## src/rtl/rv_pkg.sv

```systemverilog
// rv_pkg: shared widths, register indices and ALU control encoding for the RV core
package rv_pkg;
  localparam int XLEN = 32;
  localparam int REG_ADDR_W = 5;
  localparam logic [REG_ADDR_W-1:0] REG_ZERO = 5'd0;
  localparam logic [REG_ADDR_W-1:0] REG_RA = 5'd1;
  localparam logic [REG_ADDR_W-1:0] REG_SP = 5'd2;
  localparam logic [REG_ADDR_W-1:0] REG_GP = 5'd3;
  typedef enum logic [2:0] {
    ALU_ADD = 3'b000,
    ALU_SUB = 3'b001,
    ALU_AND = 3'b010,
    ALU_OR  = 3'b011,
    ALU_SLT = 3'b101
  } alu_ctrl_e;
endpackage

```

## src/rtl/reg_file_if.sv

```systemverilog
// reg_file_if: read/write port bundle between the datapath (master) and the register file (slave)
interface reg_file_if;
  import rv_pkg::*;
  logic [REG_ADDR_W-1:0] A1;
  logic [REG_ADDR_W-1:0] A2;
  logic [REG_ADDR_W-1:0] A3;
  logic WE3;
  logic [XLEN-1:0] WD3;
  logic [XLEN-1:0] RD1;
  logic [XLEN-1:0] RD2;
  logic [15:0] wr_count;
  modport master(output A1, A2, A3, WE3, WD3, input RD1, RD2, wr_count);
  modport slave(input A1, A2, A3, WE3, WD3, output RD1, RD2, wr_count);
endinterface

```

## src/rtl/reg_read_port.sv

```systemverilog
// reg_read_port: combinational read with x0 masking; REGFILE_BYPASS_EN adds write-first forwarding
module reg_read_port #(
  parameter int XLEN = 32,
  parameter int NREGS = 32
) (
  input logic [4:0] ra,
  input logic [XLEN-1:0] regs [NREGS],
`ifdef REGFILE_BYPASS_EN
  input logic wr_en,
  input logic [4:0] wa,
  input logic [XLEN-1:0] wd,
`endif
  output logic [XLEN-1:0] rd
);
  import rv_pkg::*;
`ifdef REGFILE_BYPASS_EN
  // x0 check comes first so a forwarded write can never make x0 non-zero
  assign rd = (ra == REG_ZERO) ? '0 : (wr_en && ra == wa) ? wd : regs[ra];
`else
  assign rd = (ra == REG_ZERO) ? '0 : regs[ra];
`endif
endmodule

```

## src/rtl/reg_file.sv

```systemverilog
// reg_file: 32x32 integer register file, async active-low reset, x0 hardwired to zero.
// Define REGFILE_BYPASS_EN for write-first forwarding on both read ports.
module reg_file #(
  parameter int XLEN = 32,
  parameter int NREGS = 32,
  parameter logic [XLEN-1:0] SP_INIT = 32'h0000_0FFC,
  parameter logic [XLEN-1:0] GP_INIT = 32'h0000_0000
) (
  input logic clk,
  input logic rst_n,
  reg_file_if.slave rf
);
  import rv_pkg::*;
  if (NREGS != 32) begin : g_nregs_chk
    $error("reg_file: NREGS must be 32");
  end
  logic [XLEN-1:0] regs [NREGS];
  logic [15:0] cnt;
  logic wr_en;
  assign wr_en = rf.WE3 && rf.A3 != REG_ZERO;
  assign rf.wr_count = cnt;
  always_ff @(posedge clk or negedge rst_n) begin
    if (!rst_n) begin
      for (int i = 0; i < NREGS; i++) regs[i] <= '0;
      regs[REG_SP] <= SP_INIT;
      regs[REG_GP] <= GP_INIT;
      cnt <= '0;
    end else if (wr_en) begin
      regs[rf.A3] <= rf.WD3;
      cnt <= cnt + 16'd1;
    end
  end
  reg_read_port #(.XLEN(XLEN), .NREGS(NREGS)) u_port_a (
    .ra(rf.A1),
    .regs(regs),
`ifdef REGFILE_BYPASS_EN
    .wr_en(wr_en),
    .wa(rf.A3),
    .wd(rf.WD3),
`endif
    .rd(rf.RD1)
  );
  reg_read_port #(.XLEN(XLEN), .NREGS(NREGS)) u_port_b (
    .ra(rf.A2),
    .regs(regs),
`ifdef REGFILE_BYPASS_EN
    .wr_en(wr_en),
    .wa(rf.A3),
    .wd(rf.WD3),
`endif
    .rd(rf.RD2)
  );
endmodule

```

## src/flat_wrapper.sv

```systemverilog
// flat-port wrapper written by rule: the top's interface ports become plain ports
module reg_file_flat import rv_pkg::*;
#(
  parameter int XLEN = 32,
  parameter int NREGS = 32,
  parameter logic [XLEN-1:0] SP_INIT = 32'h0000_0FFC,
  parameter logic [XLEN-1:0] GP_INIT = 32'h0000_0000
)
  (clk, rst_n, rf_A1, rf_A2, rf_A3, rf_WE3, rf_WD3, rf_RD1, rf_RD2, rf_wr_count);
  reg_file_if rf_i ();
  input logic clk;
  input logic rst_n;
  input wire logic [$bits(rf_i.A1)-1:0] rf_A1;
  input wire logic [$bits(rf_i.A2)-1:0] rf_A2;
  input wire logic [$bits(rf_i.A3)-1:0] rf_A3;
  input wire logic [$bits(rf_i.WE3)-1:0] rf_WE3;
  input wire logic [$bits(rf_i.WD3)-1:0] rf_WD3;
  output wire logic [$bits(rf_i.RD1)-1:0] rf_RD1;
  output wire logic [$bits(rf_i.RD2)-1:0] rf_RD2;
  output wire logic [$bits(rf_i.wr_count)-1:0] rf_wr_count;
  assign rf_i.A1 = rf_A1;
  assign rf_i.A2 = rf_A2;
  assign rf_i.A3 = rf_A3;
  assign rf_i.WE3 = rf_WE3;
  assign rf_i.WD3 = rf_WD3;
  assign rf_RD1 = rf_i.RD1;
  assign rf_RD2 = rf_i.RD2;
  assign rf_wr_count = rf_i.wr_count;
  reg_file #(.XLEN(XLEN), .NREGS(NREGS), .SP_INIT(SP_INIT), .GP_INIT(GP_INIT)) u_core (.clk(clk), .rst_n(rst_n), .rf(rf_i));
endmodule
```

## config.mk

```make
export PLATFORM = sky130hd
export DESIGN_NAME = reg_file_flat
export DESIGN_NICKNAME = d
export VERILOG_FILES = /design/src/rtl/rv_pkg.sv /design/src/rtl/reg_file_if.sv /design/src/rtl/reg_read_port.sv /design/src/rtl/reg_file.sv /design/src/flat_wrapper.sv
export SDC_FILE = /design/constraint.sdc
export NUM_CORES = 2
export LEC_CHECK = 0
export CAP_MARGIN = 20
export CORE_ASPECT_RATIO = 0.75
export CORE_MARGIN = 4
export CORE_UTILIZATION = 40
export CTS_BUF_LIST = sky130_fd_sc_hd__clkbuf_16
export DETAILED_ROUTE_END_ITERATION = 8
export SLEW_MARGIN = 20
export SYNTH_ARGS = -nofsm -noshare
export SYNTH_HDL_FRONTEND = slang
export SYNTH_SLANG_ARGS = --single-unit
```

## constraint.sdc

```tcl
create_clock -name clk -period 6.3 [get_ports clk]
set_clock_uncertainty 0.1 [all_clocks]
set_input_delay 0.945 -clock clk [delete_from_list [all_inputs] [get_ports clk]]
set_output_delay 0.945 -clock clk [all_outputs]
set_load 0.02 [all_outputs]
```

==> reports/metrics.cfg <==
[synthesis]
ys.flop_type=dfrtp_1
synthCells=3680
synth_top_family_by_area=multiplexers
ys_async_sr_fraction_pct=100
synth_area_um2=55000
ys_ff_latch=1040
synth_xor_area_share_pct=0.239
syn_nets=3731
synth-edff-count=0
synthAdderAreaFrac_pct=0.0227
synth_compound_area_share_pct=4.84
synth-simple-area-share_pct=1.81
ys_seq_area_share_pct=47.3
avgSynthCellArea_um2=14.9
yosysWarnings=0
synth_cell_types=40
muxShareOfSynthArea_pct=42.3

[clocking]
cts_resized=0
clk_pin_slew_worst_paths_ns=0.06
clk_latency_ns=0.72
clock_path_buffers=3
cts_made_buffers=113
postCtsSetupBuffers=0
clock-sinks=1040
postCtsHoldBufs=0
h-tree-depth=3
clockRootBuffer=clkbuf_16
cts_tree=done

[die]
dieArea_um2=144000
num_io_pins=130
core-area_um2=136000
chipWidth_um=436
row_count=117
start_util_pct=40.4
fp.dieH_um=329

[routing]
finalWirelength_um=179000
drt_iter0_markers=3084
wl_per_cell_um=32.5
ant_nets=0
dr.pass1.iters=6
dr_total_vias=35400
drcViolationCount=0
viasPerCell=6.43

[pwr]
total_power_mw=19.6
p_leak_nw=26.2
peakVddDrop_mv=0.230
cellPowerDensity_nw_per_um2=318

[job]
max-cap-violations=0

[layout]
drive_gt1_share_pct=50.5
layout_common_cells=mux2_2 (1056), dfrtp_1 (1030), mux4_2 (448), mux2i_1 (128), clkbuf_16 (113)
nNetsFinal=3673
seqCellArea_um2=26000
area_delta_synth_final_pct=12.0
multi_input_area_um2=27300
layout_commonest_cell=mux2_2
nFillCells=12100

[timing]
finalHoldViolCount=0
grt_setup_unrepaired=false
clock.fmax_mhz=186
finalSetupViolations=0
finalMaxSlewViolations=0
tns_ns=0
relSlewSlack_pct=18.8
period_share_pct=85.5
fin_crit_ns=5.38
worstMarginPinSlew_ns=1.21

[critical_path]
worstSetupStartpointType=input pin
crit_type=in -> out
end_kind=primary output
reg2reg_from=u_core.rf.wr_count[0]$_DFFE_PN0P_
r2r-end=u_core.rf.wr_count[6]$_DFFE_PN0P_
critPathTopFamily=buffers and inverters
cp_slowest_stage_delay_ns=0.74
crit_path_max_fanout=63
cpMaxStageDelayCell=clkdlybuf4s50_1
required_ns=5.25
path_cells=buf_8 -> buf_4 -> mux2i_1 -> a221oi_1 -> o21ai_0 -> a311oi_1 -> clkdlybuf4s50_1
crit_start=rf_A1[2]
reg2reg_depth=5
path_buf_inv=3
regToRegSetupSlack_ns=4.35
critPathArrivalTime_ns=4.34

[grt]
first_global_vias=35500
overflow=0
grt_use_total_pct=24.8
grt_pass1_wl_um=262000
antenna_found_initial=9
grt_max_degree=156

[min_path]
hold_class=in -> async

[place]
io_buffers=129
dpl.hpwl_um=105000
routabilityCongestion=0.795

[run_status]
status=finished, final reports clean

[routing by layer]
metal  global-route usage (%)  wire (um)  up-vias
met1                     36.4      80000    19400
li1                         -          -    14200
met2                     37.3      80000     1463
met5                        0         13        -
met3                     5.01      13400      317
met4                     7.32       5710        2
[worst max-delay path by stage]
stage / endpoint / cells past startpoint
after global routing: rf_RD2[18] / 7
after detailed placement: rf_RD1[29] / 7
final: rf_RD1[29] / 7
after global placement: rf_RD1[29] / 7
after CTS: rf_RD1[29] / 7
after floorplan: rf_RD2[12] / 7
[cells by family after synthesis]
| group | Yosys count |
|---|---|
| adder cells (fa/ha/maj) | 1 |
| flip-flops | 1040 |
| buffers and inverters | 433 |
| AO/OA/AOI/OAI | 370 |
| multiplexers | 1633 |
| XOR/XNOR | 15 |
| AND/OR/NAND/NOR | 188 |
[where the power goes]
part | internal (mW) | total, mW | switching [mW] | leakage [nW]
Sequential | 7.96 | 8.90 | 0.944 | 13.3
Combinational | 2.39 | 4.06 | 1.67 | 11.0
Clock | 3.74 | 6.61 | 2.88 | 1.83
Total | 14.1 | 19.6 | 5.49 | 26.2
[sequential cells by signal, summed over array words and instances, names as in the netlist]
| name | count |
|---|---|
| u_core.rf.wr_count | 16 |
| u_core.regs | 1024 |
[through the flow]
stage          utilization (%)  instance area [um2]  instances  setup slack, ns  hold slack (ns)
3_5_place_dp              42.6                58000       5290            0.928            0.282
6_report                  45.2                61600       5505            0.917            0.122
5_1_grt                   45.2                61600       5505            0.875            0.155
2_1_floorplan                -                55000       3680             2.60            0.341
3_3_place_gp              42.6                58100       5290            0.987            0.277
4_1_cts                   45.3                61600       5502            0.922            0.146
[cell usage after synthesis, drive strengths merged, types with 4 or more instances]
cell | instances | area share (%)
a211oi | 66 | 0.90
a221oi | 47 | 0.75
a22oi | 64 | 0.87
a311oi | 64 | 1.0
buf | 205 | 1.9
clkbuf | 223 | 1.5
dfrtp | 1030 | 47
dfstp | 10 | 0.48
inv | 5 | 0.034
mux2 | 1057 | 22
mux2i | 128 | 2.3
mux4 | 448 | 18
nand2 | 57 | 0.39
nand3 | 6 | 0.055
nand4 | 5 | 0.057
nor2 | 25 | 0.17
nor2b | 68 | 0.77
o2111ai | 17 | 0.27
o21ai | 111 | 1.0
or2 | 4 | 0.045
xnor2 | 11 | 0.18
xor2 | 4 | 0.064
[final cells by class]
type	instances	share of cell area, %
sequential	1040	42.3
inverter	5	0.0386
antenna	1	0.00406
clock buffer	113	4.59
timing repair buffer	255	3.96
tap	1785	3.63
clock inverter	99	1.25
multi-input combinational	2207	44.3
(Power assumes the default switching activity.)
